**src/rtl/axis_s.sv**
```systemverilog
// AXI-Stream receive slave: buffers beats in a FIFO, exposes a registered
// read port, and reports per-packet beat counts on tlast.
module axis_s #(
  parameter int DEPTH = 8,
  parameter int AW    = 3,
  parameter int LENW  = 16
) (
  input  logic            aclk,
  input  logic            rst,
  input  logic            tvalid,
  output logic            tready,
  input  logic [31:0]     tdata,
  input  logic            tlast,
  input  logic            rd_en,
  output logic [31:0]     rd_data,
  output logic            rd_last,
  output logic            rd_valid,
  output logic            empty,
  output logic            full,
  output logic [AW:0]     level,
  output logic            pkt_done,
  output logic [LENW-1:0] pkt_len,
  output logic            underflow
);

  localparam logic [AW:0] FULL_LVL = (AW+1)'(DEPTH);
  localparam logic [LENW-1:0] CNT_MAX = '1;

  logic [32:0]     mem [DEPTH];
  logic [AW-1:0]   wr_ptr;
  logic [AW-1:0]   rd_ptr;
  logic [LENW-1:0] cnt;
  logic [LENW-1:0] cnt_inc;
  logic            hs;
  logic            rd;

  assign empty  = (level == '0);
  assign full   = (level == FULL_LVL);
  assign tready = ~full;
  assign hs     = tvalid & tready;
  assign rd     = rd_en & ~empty;

  // beat count including the current beat, pinned at the top value
  assign cnt_inc = (cnt == CNT_MAX) ? cnt : cnt + 1'b1;

  always_ff @(posedge aclk) begin
    if (hs) mem[wr_ptr] <= {tlast, tdata};
  end

  always_ff @(posedge aclk) begin
    if (rst) begin
      wr_ptr    <= '0;
      rd_ptr    <= '0;
      level     <= '0;
      rd_valid  <= 1'b0;
      rd_data   <= '0;
      rd_last   <= 1'b0;
      pkt_done  <= 1'b0;
      pkt_len   <= '0;
      cnt       <= '0;
      underflow <= 1'b0;
    end else begin
      if (hs) wr_ptr <= wr_ptr + 1'b1;
      if (rd) begin
        rd_ptr             <= rd_ptr + 1'b1;
        {rd_last, rd_data} <= mem[rd_ptr];
      end
      rd_valid <= rd;
      if (rd_en && empty) underflow <= 1'b1;
      case ({hs, rd})
        2'b10:   level <= level + 1'b1;
        2'b01:   level <= level - 1'b1;
        default: level <= level;
      endcase
      pkt_done <= hs & tlast;
      if (hs) begin
        if (tlast) begin
          pkt_len <= cnt_inc;
          cnt     <= '0;
        end else begin
          cnt <= cnt_inc;
        end
      end
    end
  end

endmodule
```
**config.mk**
```make
export PLATFORM = sky130hd
export DESIGN_NAME = axis_s
export DESIGN_NICKNAME = d
export VERILOG_FILES = /design/src/rtl/axis_s.sv
export SDC_FILE = /design/constraint.sdc
export NUM_CORES = 1
export LEC_CHECK = 0
export CAP_MARGIN = 15
export CORE_MARGIN = 2
export CORE_UTILIZATION = 55
export CTS_CLUSTER_DIAMETER = 30
export DETAILED_ROUTE_END_ITERATION = 8
export DONT_BUFFER_PORTS = 1
export PLACE_DENSITY = 0.7
export SYNTH_ARGS = -nofsm -noshare
export SYNTH_HDL_FRONTEND = slang
export SYNTH_SLANG_ARGS = --single-unit
```
**constraint.sdc**
```tcl
create_clock -name aclk -period 5.7 [get_ports aclk]
set_input_delay 0.855 -clock aclk [delete_from_list [all_inputs] [get_ports aclk]]
set_output_delay 0.855 -clock aclk [all_outputs]
set_load 0.005 [all_outputs]
```
==> impl.org, run 1 <==
** Drt
- Once detail routing completed, the nets flagged for antenna violations numbered 0.
- The routed layout has 7042 vias.
- Average wire length per cell after detail routing :: approximately 23 microns
- DRC violations left :: 0
- First-pass detailed-route iteration total :: 5
- Wire length after detailed routing :: between 20000 and 30000 microns
- In this run, the number of DRC markers left after iteration 0 of detailed routing was slightly below 500.
- Post-DR vias/cell :: between 5 and 6

** STA
- Slew Viols, Final :: 0
- Setup violations remaining at the end of the flow were counted as 0.
- For the pin with the worst max-slew slack, the measured transition is ~1.0 ns.
- Final period util :: a little over half
- Across the routed clock network, the largest skew measured is slightly above 0.04 ns.
- Final hold viol count :: 0
- Setup total negative slack on the finished layout was measured at 0 ns.
- Derived from the worst setup path, the maximum achievable clock frequency is 321 MHz.
- Max-Slew Margin vs Limit :: 30.1%
- Setup repair after global routing missed its margin :: false
- Final Critical Period :: just over 3 ns

** Clock network
- The later pin in the worst-skew pair is clocked with a latency of 0.56 ns.
- No sink is reached through more buffers than the 3 on the longest clock path.
- Clock-pin slew was measured on the worst setup and hold paths at roughly 0.060 ns.
- The clock net in this run drives a total of about 340 sinks.
- In this run the post-CTS setup repair buffer count came out at 0.
- Buffers inserted during clock tree synthesis total 66.
- CTS Hold Buffers Added :: 0
- Maximum level of the CTS H-tree :: 3
- Post-CTS repair changed the size of 0 cells.
- TritonCTS clock tree :: done
- Cell chosen for the clock root :: sky130_fd_sc_hd__clkbuf_16

** GRT
- Global routing used 21.7% of the available tracks across all layers.
- Pin count of the biggest net entering global routing :: 82
- The total overflow left after global routing is 0.
- Number of global-route vias before repair :: 7519
- The number of antenna violations at the first check in global routing was 0.
- The first global-routing pass estimated 42400 microns of wire.

** Worst setup path
- Along the worst path, the maximum fanout reaches 71.
- STA classifies the critical path startpoint as a flip-flop.
- The setup path with the least slack is of type reg2reg.
- At the worst endpoint, the required time is about 6.2 ns.
- Critical Path Sink Type :: flip-flop
- Data on the critical path arrives at its endpoint at 3.57 ns.

** Placed design
- Buffers placed on the I/O ports in this run total 0.
- Counting tap cells, the placed design contains a total of between 1000 and 1500 instances.
- The congestion estimate from routability-driven global placement came to between 0.7 and 0.8.
- Placed wire-length estimate after detailed placement :: between 10000 and 15000 microns
- After detailed placement, the total cell area comes to 13700 sq um.

** Yosys
- Main flop type after synthesis :: sky130_fd_sc_hd__edfxtp_1
- In the post-synthesis netlist, the biggest area contributors are sky130_fd_sc_hd__edfxtp_1 (59%), sky130_fd_sc_hd__dfxtp_1 (12%), sky130_fd_sc_hd__mux4_2 (11%).
- Number of distinct library cells after synthesis :: between 50 and 60
- After technology mapping, the gate count stands at about 780.
- Total nets after synthesis :: around 820
- Synth area leader :: sky130_fd_sc_hd__edfxtp_1
- A synthesized cell averages between 15 and 20 sq um.
- Counting flops and latches in the post-synthesis netlist gives around 340.
- Number of synthesized flops with an enable pin :: 264
- Share of the yosys chip area belonging to registers :: between 70% and 80%
- After synthesis, the share of flip-flops with an asynchronous set or reset is 0%.
- Area fraction of the dominant cell type after synthesis :: between 50% and 60%
- During synthesis, Yosys emitted a total of 0 warnings.
- Mapped Area :: ~13000 sq um

** Layout
- Filler cells :: about 1600
- Share of the core filled with cells :: 66.1%
- The post-route netlist has between 20 and 30% of its cells at a drive strength greater than 1.
- NumNets Final :: between 800 and 900
- Fin area :: ~16000 sq um
- The repair_antennas step left the layout with diodes totalling 0.
- Most common library cell in the layout ignoring fill and taps :: sky130_fd_sc_hd__edfxtp_1
- Number of non-filler instances in the completed layout :: between 1000 and 1500
- Compared with the post-synthesis result, the final layout area differs by 19.0%.
- Leaving out fill and tap cells, the most frequent cells in the layout are sky130_fd_sc_hd__edfxtp_1 (264), sky130_fd_sc_hd__dfxtp_1 (75), sky130_fd_sc_hd__mux4_2 (66), sky130_fd_sc_hd__clkbuf_16 (66), sky130_fd_sc_hd__nor2_1 (58).

** Floorplan
- The die is between 150 and 200 microns tall.
- Measured along the x axis, the die boundary spans 160 microns.
- For this design the top-level I/O count stands at 96.
- Placement row count :: between 50 and 60
- Starting density of the core :: 55.5%
- Core outline area :: between 20000 and 25000 sq um
- Full die area :: approximately 26000 sq um

** Power
- Clock share of power :: between 40% and 50%
- Share of total power in sequential cells :: between 40% and 50%
- Net switching component of the power :: roughly 2000 uW
- Comb pwr share :: around 11%
- Power density of the placed cells :: around 500 nW/um^2
- The worst-case IR drop observed on VDD is ~0.32 mV.
- Leak pwr :: a little over 0.005 uW
- Internal power contribution :: around 6000 uW
- Net switching is approximately a quarter of the power.

** Outcome
- Outcome :: completed

** Flow run
- Number of violations of the max-capacitance limit :: 0

** Min path
- The path class of the tightest hold or removal check is in2reg.
metrics by stage:
step	power [uW]	setup WS (ns)	hold WS [ns]
after floorplan	3910	0.391	0.448
after global placement	4090	2.71	0.461
after detailed placement	4130	2.60	0.466
after CTS	7950	2.55	0.358
after global routing	8170	2.40	0.369
final	7860	2.58	0.392
per-layer routing:
metal	vias up	track usage [%]	routed length, microns
li1	3210	-	-
met1	3573	26.9	10900
met2	212	36.1	13400
met3	47	7.35	2150
met4	0	7.29	532
met5	-	0	0
synthesized netlist by cell type (6+ instances only):
master and instances:
sky130_fd_sc_hd__o21ai_0 11, sky130_fd_sc_hd__buf_6 6, sky130_fd_sc_hd__edfxtp_1 264, sky130_fd_sc_hd__nand2b_1 7, sky130_fd_sc_hd__nand3_1 11, sky130_fd_sc_hd__a211oi_1 43, sky130_fd_sc_hd__nand4_1 7, sky130_fd_sc_hd__ha_1 6
sky130_fd_sc_hd__buf_2 13, sky130_fd_sc_hd__and3_1 8, sky130_fd_sc_hd__clkbuf_1 26, sky130_fd_sc_hd__mux4_2 66, sky130_fd_sc_hd__dfxtp_1 78, sky130_fd_sc_hd__a21oi_1 15, sky130_fd_sc_hd__nor2_1 59, sky130_fd_sc_hd__nand2_1 20
sky130_fd_sc_hd__buf_1 6, sky130_fd_sc_hd__nand3b_1 6, sky130_fd_sc_hd__xor2_1 6, sky130_fd_sc_hd__mux2i_1 35
cell type report:
class,instances,area (sq um),area share (%)
Multi-Input combinational cell,378,3640,22.9
Tap cell,324,405,2.54
Inverter,5,23.8,0.149
Timing Repair Buffer,18,148,0.927
Clock inverter,34,399,2.51
Clock buffer,87,1810,11.4
Sequential cell,342,9500,59.6
power by group through the flow:
stage	combinational [uW]	clock, uW	sequential [uW]
2_1_floorplan	800	0	3110
3_3_place_gp	849	0	3240
3_5_place_dp	879	0	3260
4_1_cts	890	3840	3220
5_1_grt	971	3960	3240
6_report	874	3780	3200
worst paths after layout:
path,from,end,slack [ns],cells past startpoint
setup / recovery,level[0],level[2],2.58,11
setup reg to reg,level[0],level[2],2.58,11
hold reg to reg,pkt_len[3],pkt_len[3],0.47,2
hold / removal,tdata[17],mem[4][17],0.39,0
registers in the layout, indices dropped and copies added, names as in the netlist, 3 cells and up:
signal,count
mem,264
rd_data,32
cnt,16
pkt_len,16
level,4
rd_ptr,3
wr_ptr,3
kinds of logic after synthesis:
| logic type | synth area share [%] |
|---|---|
| flops | 70.9 |
| simple gates | 6.25 |
| compound gates | 5.56 |
| mux | 13.8 |
| buf+inv | 2.18 |
| xor+xnor | 0.720 |
| fa+ha+maj | 0.561 |
worst max-delay path, cell delays in order (launching register included):
cell and delay [ns]:
sky130_fd_sc_hd__dfxtp_1 0.39, sky130_fd_sc_hd__nor4_1 0.62, sky130_fd_sc_hd__nand2b_1 0.25, sky130_fd_sc_hd__inv_2 0.04, sky130_fd_sc_hd__buf_4 0.31, sky130_fd_sc_hd__ha_1 0.36
sky130_fd_sc_hd__xor2_1 0.17, sky130_fd_sc_hd__ha_1 0.19, sky130_fd_sc_hd__a21oi_1 0.14, sky130_fd_sc_hd__xor2_1 0.10, sky130_fd_sc_hd__or3_1 0.33, sky130_fd_sc_hd__a21oi_1 0.16
Note: power is estimated with default switching activity, not from simulation.
==> inputs of run 2 (changes only) <==
Clock period 5.7 ns to 3.3 ns, I/O delays scaled along.
==> impl.org, run 2 (synthesis results as in run 1) <==
** Layout
- Area of the multi-input gates :: approximately 3700 sq um
- Number of flip-flops in the largest register :: about 260
- In the final layout, flip-flops and latches occupy around 9500 sq um.
- The largest registers in the layout are mem: 264 flops, rd_data: 32 flops.
- The library cell used most frequently in the layout, excluding fill and tap cells, is sky130_fd_sc_hd__edfxtp_1.
- Filler cells :: around 1600
- Counting flops per register, the top entry is mem.
- Fin area :: approximately 16000 sq um
- Fraction of final layout cells with drive strength greater than 1 :: about 25%
- In the final design database the tool counted ~860 nets.
- Leaving out fill and tap cells, the most frequent cells in the layout are sky130_fd_sc_hd__edfxtp_1 (264), sky130_fd_sc_hd__dfxtp_1 (75), sky130_fd_sc_hd__mux4_2 (66), sky130_fd_sc_hd__clkbuf_16 (66), sky130_fd_sc_hd__nor2_1 (58).
- Antenna fix cells :: 0
- From synthesis to final layout, the design area changed by 19.5%.

** Worst setup path
- In this run the worst path has a maximum fanout of 24.
- Critical Path Sink Type :: flip-flop
- Data on the critical path is required at its endpoint by 3.77 ns.
- The largest individual stage delay along the critical path comes from the cell sky130_fd_sc_hd__or4b_4.
- FF-to-FF End :: level[2]
- In this design, the stage delay of the slowest critical-path cell is around 0.62 ns.
- Arrival time at the worst endpoint :: about 3.3 ns
- The worst register-to-register path has a depth of 10.
- In this run the critical register-to-register path is launched from level[0].
- In this run the register-to-register setup slack is around 0.44 ns.
- The setup path with the least slack is of type reg2reg.
- STA classifies the critical path startpoint as a flip-flop.
- The critical path goes through or4b_4 > and2_4 > clkinv_4 > ha_1 > xor2_1 > ha_1 > a21oi_1 > xor2_1 > or3_1 > a21oi_1.

** Floorplan
- Once the floorplan was initialized, standard cells occupied between 50% and 60% of the core.
- After floorplanning, the core was divided into 57 placement rows.
- Io pins :: 96
- Width of the chip :: between 150 and 200 microns
- The core region is between 20000 and 25000 sq um.
- Measured along the y axis, the die boundary spans approximately 160 microns.
- Full die area :: 25600 sq um

** Outcome
- Outcome :: completed

** Drt
- DRC violations left :: 0
- After detailed routing, the number of vias per cell comes to around 6.0.
- First-pass detailed-route iteration total :: 5
- Wire length after detailed routing :: between 20000 and 30000 microns
- Vias :: around 7200
- Antenna Nets Post-Route :: 0
- In the final routed layout, each cell accounts on average for about 23 microns.
- After the first detailed-routing iteration, the DRC count stood at around 500.

** STA
- Setup violations remaining at the end of the flow were counted as 0.
- The smallest clock period supported by the final layout is computed as between 2 and 3 ns.
- Clock skew on the completed layout was measured at 0.0210 ns.
- Fmax achieved :: around 350 MHz
- Final period util :: approximately 87%
- Setup repair after global routing missed its margin :: false
- Final hold analysis gives a worst-case slack of 0.0261 ns.
- The total count of hold-check failures in the final report came to 0.
- The number of pins exceeding their max-slew limit in the final report is 0.
- Slew of the pin with the lowest slew margin :: around 0.86 ns
- Max-Slew Margin vs Limit :: about 42%
- Setup slack closes at 0.437 ns.

** Clock network
- Postcts setup bufs :: 0
- Post-cts gate resize count :: 0
- Maximum level of the CTS H-tree :: 3
- TritonCTS clock tree :: done
- CTS Hold Buffers Added :: 2
- Num CTS Buffers :: 66
- Cell chosen for the clock root :: sky130_fd_sc_hd__clkbuf_16
- The clock net in this run drives a total of 342 sinks.
- Clock slew at the register clock pins of the worst setup and hold paths :: ~0.050 ns
- For the worst-skew pair, the clock arrives at the later sink with an insertion delay of 0.56 ns.
- The clock passes through at most 3 buffers.

** Placed design
- At the placement stage, the worst setup path has a slack of 0.439 ns.
- During placement, the flow inserted port buffers numbering 0.
- Placed wire-length estimate after detailed placement :: approximately 15000 microns
- Routability-driven placement finished with a final weighted congestion of 0.802.
- The placed instances occupy a cell area of ~14000 sq um.

** GRT
- Summed over all layers, the global routing overflow is 0.
- Pin count of the biggest net entering global routing :: 78
- Global-route wire length before repair :: around 43000 microns
- The via count of the first global-routing pass was about 7500.
- The number of antenna violations at the first check in global routing came to 0.
- Overall fraction of global-route tracks in use :: 22.2%

** Min path
- Class of the most critical hold timing path :: in2reg
- For hold timing, the worst endpoint is rd_ptr[2].
- Worst hold path cell count :: 1
- In this run the most critical hold path is launched from rst.

** Power
- Leak pwr :: approximately 0.0052 uW
- Worst vdd ir :: approximately 0.54 mV
- In this run the power density over the cells is 852 nW/um^2.

** Flow run
- Across the run, the number of max-cap violations was 0.
-- run 2: changes by cell type in the layout (fill, tap and decap cells not counted), sizes merged --
| cell | before | now |
|---|---|---|
| clkinv | 17 | 18 |
| buf | 18 | 20 |
| inv | 11 | 18 |
| dlygate4sd3 | 0 | 2 |
| clkbuf | 87 | 79 |
-- run 2: final cells by class --
type	count	area share, %
repair buffers	22	1.06
inverters	5	0.149
multi-input cells	378	23.1
clock inverters	42	3.04
clock buffers	79	10.8
flip-flops and latches	342	59.4
well taps	324	2.54
-- run 2: how the worst max path moves through the flow --
stage	from	end
2_1_floorplan	level[0]	mem[3][0]
3_3_place_gp	level[0]	level[3]
3_5_place_dp	level[0]	level[3]
4_1_cts	level[0]	level[3]
5_1_grt	level[0]	level[3]
6_report	level[0]	level[2]
-- run 2: routing by layer --
metal	GRT usage, %	vias to the layer above	wire length [microns]
met5	0	-	0
met2	37.0	253	13900
met3	6.60	61	2130
li1	-	3223	-
met4	8.93	0	723
met1	27.5	3645	10900
-- run 2: stage by stage --
stage	utilization [%]	power (uW)	TNS [ns]	std cells
after floorplan	-	6750	-32.06	778
after global placement	57.1	7060	0	1069
after detailed placement	57.1	7160	0	1069
after CTS	66.3	13800	0	1192
after global routing	66.3	14200	0	1192
final	66.3	13600	0	1192
-- run 2: critical path: cells and delay by family (launching register included) --
kind	cells	cell delay (ns)
simple gates	3	1.23
flops	1	0.40
fa+ha+maj	2	0.46
buf+inv	1	0.17
xor+xnor	2	0.35
compound gates	2	0.19
-- run 2: where the power goes --
group          internal (uW)  switching (uW)
registers               5100             355
logic                    762             853
clock network           4270            2290
==> inputs of run 3 (changes only) <==
Settings changed: ABC_AREA from default to 1.
==> impl.org, run 3 <==
** STA
- Setup Total Neg Slack :: 0 ns
- The number of pins exceeding their max-slew limit in the final report is 0.
- Fmax achieved :: between 400 and 500 MHz
- Between clock sinks in the finished design, the worst skew comes to about 0.029 ns.
- Setup repair after global routing left no endpoint under its margin.
- The final critical path takes up about three quarters of the cycle.
- Setup violations remaining at the end of the flow were counted as 0.
- Final Critical Period :: approximately 2.5 ns
- Final hold viol count :: 0
- Slew of the pin with the lowest slew margin :: 1.02 ns
- The worst pin sits at a relative slew slack of 32.1%.

** Worst setup path
- Peak fanout along the critical path :: 25
- Launch point of the critical path :: level[0]
- Origin of the critical flop-to-flop path :: level[0]
- By startpoint and endpoint, the worst setup path is classified as reg2reg.
- Length in cells of the worst reg-to-reg path :: 11
- Arrival time at the worst endpoint :: about 2.9 ns
- At the worst endpoint, the required time is about 3.8 ns.
- Startpoint Class :: flip-flop
- The worst setup path is captured at a flip-flop.

** Power
- Dividing total power by cell area gives a power density of 842 nW/um^2.
- The worst-case IR drop observed on VDD is about 0.56 mV.
- Leak pwr :: 0.00571 uW

** Drt
- The first detailed-routing pass took 7 iterations.
- DRC violations left :: 0
- Vias :: about 9200
- After detailed routing, the average wire length per cell comes to 18.9 microns.
- Antenna Nets Post-Route :: 0
- Summed over all layers, the routed wires come to 30700 microns.
- Post-DR vias/cell :: 5.66
- In this run, the number of DRC markers left after iteration 0 of detailed routing was 800.

** Yosys
- For this run, the number of Yosys warnings is 0.
- After synthesis the netlist holds a flip-flop and latch count of between 300 and 400.
- Total nets after synthesis :: approximately 1200
- Ranking of synthesized cells by area :: sky130_fd_sc_hd__edfxtp_1 (58%), sky130_fd_sc_hd__dfxtp_1 (12%), sky130_fd_sc_hd__o21ai_0 (7.8%)
- Synthesized instance count :: ~1200
- Synth area leader :: sky130_fd_sc_hd__edfxtp_1
- Library cell with the highest instance count after synthesis :: sky130_fd_sc_hd__edfxtp_1
- A synthesized cell averages 11.4 sq um.
- In this run the biggest area consumer among cell types represents approximately three fifths of the synthesized area.
- Main flop type after synthesis :: sky130_fd_sc_hd__edfxtp_1
- After synthesis, the netlist uses 33 different library cells.
- In the synthesized netlist, the cells that appear most often are sky130_fd_sc_hd__edfxtp_1 (264), sky130_fd_sc_hd__nor2_1 (246), sky130_fd_sc_hd__o21ai_0 (211).
- Async SR Flop Fraction :: 0%
- Summing the sequential cell areas from Yosys gives a little over two thirds of the chip area.
- Mapped Area :: 13600 sq um
- In this run, synthesis inferred roughly 260 flip-flops with an integrated enable.

** Placed design
- At the end of routability-driven placement, the weighted congestion stood at between 0.8 and 0.9.
- Number of cells after detailed placement :: 1460
- Number of buffer cells added on primary ports :: 0
- After legalization and detailed placement, the total HPWL measured roughly 16000 microns.

** Clock network
- The number of gates resized after CTS was 0.
- The root buffer cell chosen for the clock tree is sky130_fd_sc_hd__clkbuf_16.
- Postcts setup bufs :: 0
- Num CTS Buffers :: 59
- TritonCTS built the clock tree.
- Clock-pin slew was measured on the worst setup and hold paths at ~0.050 ns.
- The later pin in the worst-skew pair is clocked with a latency of between 0.5 and 0.6 ns.
- Max clock buf depth :: 3
- In this run the number of H-tree levels came out at 2.
- The clock net in this run drives a total of roughly 340 sinks.

** Layout
- Of the cells placed in the final design, the portion with a size suffix greater than 1 is 11.3%.
- The finished layout holds 1620 standard cells, fillers aside.
- Most common library cell in the layout ignoring fill and taps :: sky130_fd_sc_hd__edfxtp_1
- The largest registers in the layout are mem: 264 flops, rd_data: 32 flops.
- In the layout the commonest cells are sky130_fd_sc_hd__edfxtp_1 (264), sky130_fd_sc_hd__nor2_1 (238), sky130_fd_sc_hd__o21ai_0 (211).
- Share of the core filled with cells :: 67.9%
- The number of antenna diodes in the final layout is 0.
- Relative to the synthesized area, the layout overhead comes to 21.5%.
- The register with the most flip-flops in the layout has approximately 260 of them.
- NumNets Final :: ~1300
- Register ranked first by flip-flop count :: mem

** Outcome
- The flow ran to the end, and the final reports show no timing, DRC or antenna violations.

** Floorplan
- Placement row count :: 57
- Full die area :: 25900 sq um
- Io pins :: 96
- The floorplan step set the die width to between 150 and 200 microns.
- Once the floorplan was initialized, standard cells occupied between 50 and 60% of the core.
- Core outline area :: between 20000 and 25000 sq um
- Die boundary height :: 161 microns

** GRT
- Entering global routing, the biggest net connects about 130 pins.
- Number of global-route vias before repair :: 8948
- The number of antenna violations at the first check in global routing is 0.
- In the global route stage, overall resource usage came out at between 20% and 30%.
- Grt ovf :: 0
- The first global-routing pass estimated approximately 48000 microns of wire.

** Flow run
- Number of violations of the max-capacitance limit :: 0

** Min path
- Worst min-delay path startpoint :: tdata[27]
- Worst hold path cell count :: 0
- The path class of the tightest hold or removal check is in2reg.
==> run 3: kinds of logic (layout without fill, tap and decap cells) <==
| kind of cell | after synthesis | count (layout) | share of synthesized area (%) |
|---|---|---|---|
| buffers and inverters | 116 | 223 | 4.22 |
| XOR/XNOR | 10 | 10 | 0.646 |
| adder cells (fa/ha/maj) | 6 | 6 | 0.554 |
| flip-flops | 342 | 342 | 70.0 |
| AO/OA/AOI/OAI | 359 | 359 | 14.0 |
| AND/OR/NAND/NOR | 356 | 356 | 10.6 |
==> run 3: worst paths after layout <==
| check | endpoint | slack (ns) |
|---|---|---|
| worst min register to register | underflow | 0.48 |
| worst min-delay path | mem[7][27] | 0.03 |
| worst max-delay path | level[2] | 0.83 |
| worst max register to register | level[2] | 0.83 |
==> run 3: metal layers <==
metal | track usage, % | vias to the layer above | wire length [microns]
met5 | 0 | - | 0
met4 | 7.55 | 0 | 537
met3 | 4.65 | 46 | 2270
met2 | 37.9 | 353 | 14600
met1 | 33.0 | 4429 | 13300
li1 | - | 4341 | -
==> run 3: power by group <==
group | total [uW] | switching, uW | internal (uW)
clock | 6350 | 2090 | 4260
combinational | 2250 | 1530 | 725
sequential | 5270 | 266 | 5000
total | 13900 | 3880 | 9990
==> run 3: worst max-delay path, cell delays in order, from the launching register on <==
cell                      delay, ns
sky130_fd_sc_hd__dfxtp_1       0.47
sky130_fd_sc_hd__nor2_2        0.10
sky130_fd_sc_hd__nand3_1       0.11
sky130_fd_sc_hd__nand2_2       0.09
sky130_fd_sc_hd__inv_2         0.33
sky130_fd_sc_hd__ha_1          0.31
sky130_fd_sc_hd__xor2_1        0.29
sky130_fd_sc_hd__ha_1          0.21
sky130_fd_sc_hd__a21oi_1       0.06
sky130_fd_sc_hd__xnor2_1       0.15
sky130_fd_sc_hd__o21ai_0       0.18
sky130_fd_sc_hd__inv_1         0.06
==> run 3: what timing repair did <==
action / in CTS / in global routing
setup endpoints to repair: 0 / 0
hold buffers: 34 / 13
hold endpoints to repair: 229 / 42
==> run 3: stage by stage <==
stage / setup slack, ns / hold WS [ns] / area [sq um] / total power, uW
2_1_floorplan: 0.599 / 0.447 / 13600 / 6910
3_3_place_gp: 0.997 / 0.453 / 13800 / 7390
3_5_place_dp: 0.918 / 0.470 / 13800 / 7450
4_1_cts: 0.839 / 0.0000210 / 16300 / 13900
5_1_grt: 0.637 / 0.000325 / 16500 / 14500
6_report: 0.828 / 0.0284 / 16500 / 13900
==> run 3: area by class of cell <==
type	count	area, sq um
clock buffers	73	1570
inverters	44	168
well taps	324	405
repair buffers	67	716
flip-flops and latches	342	9500
fillers	1703	7780
clock inverters	39	557
multi-input cells	731	3560
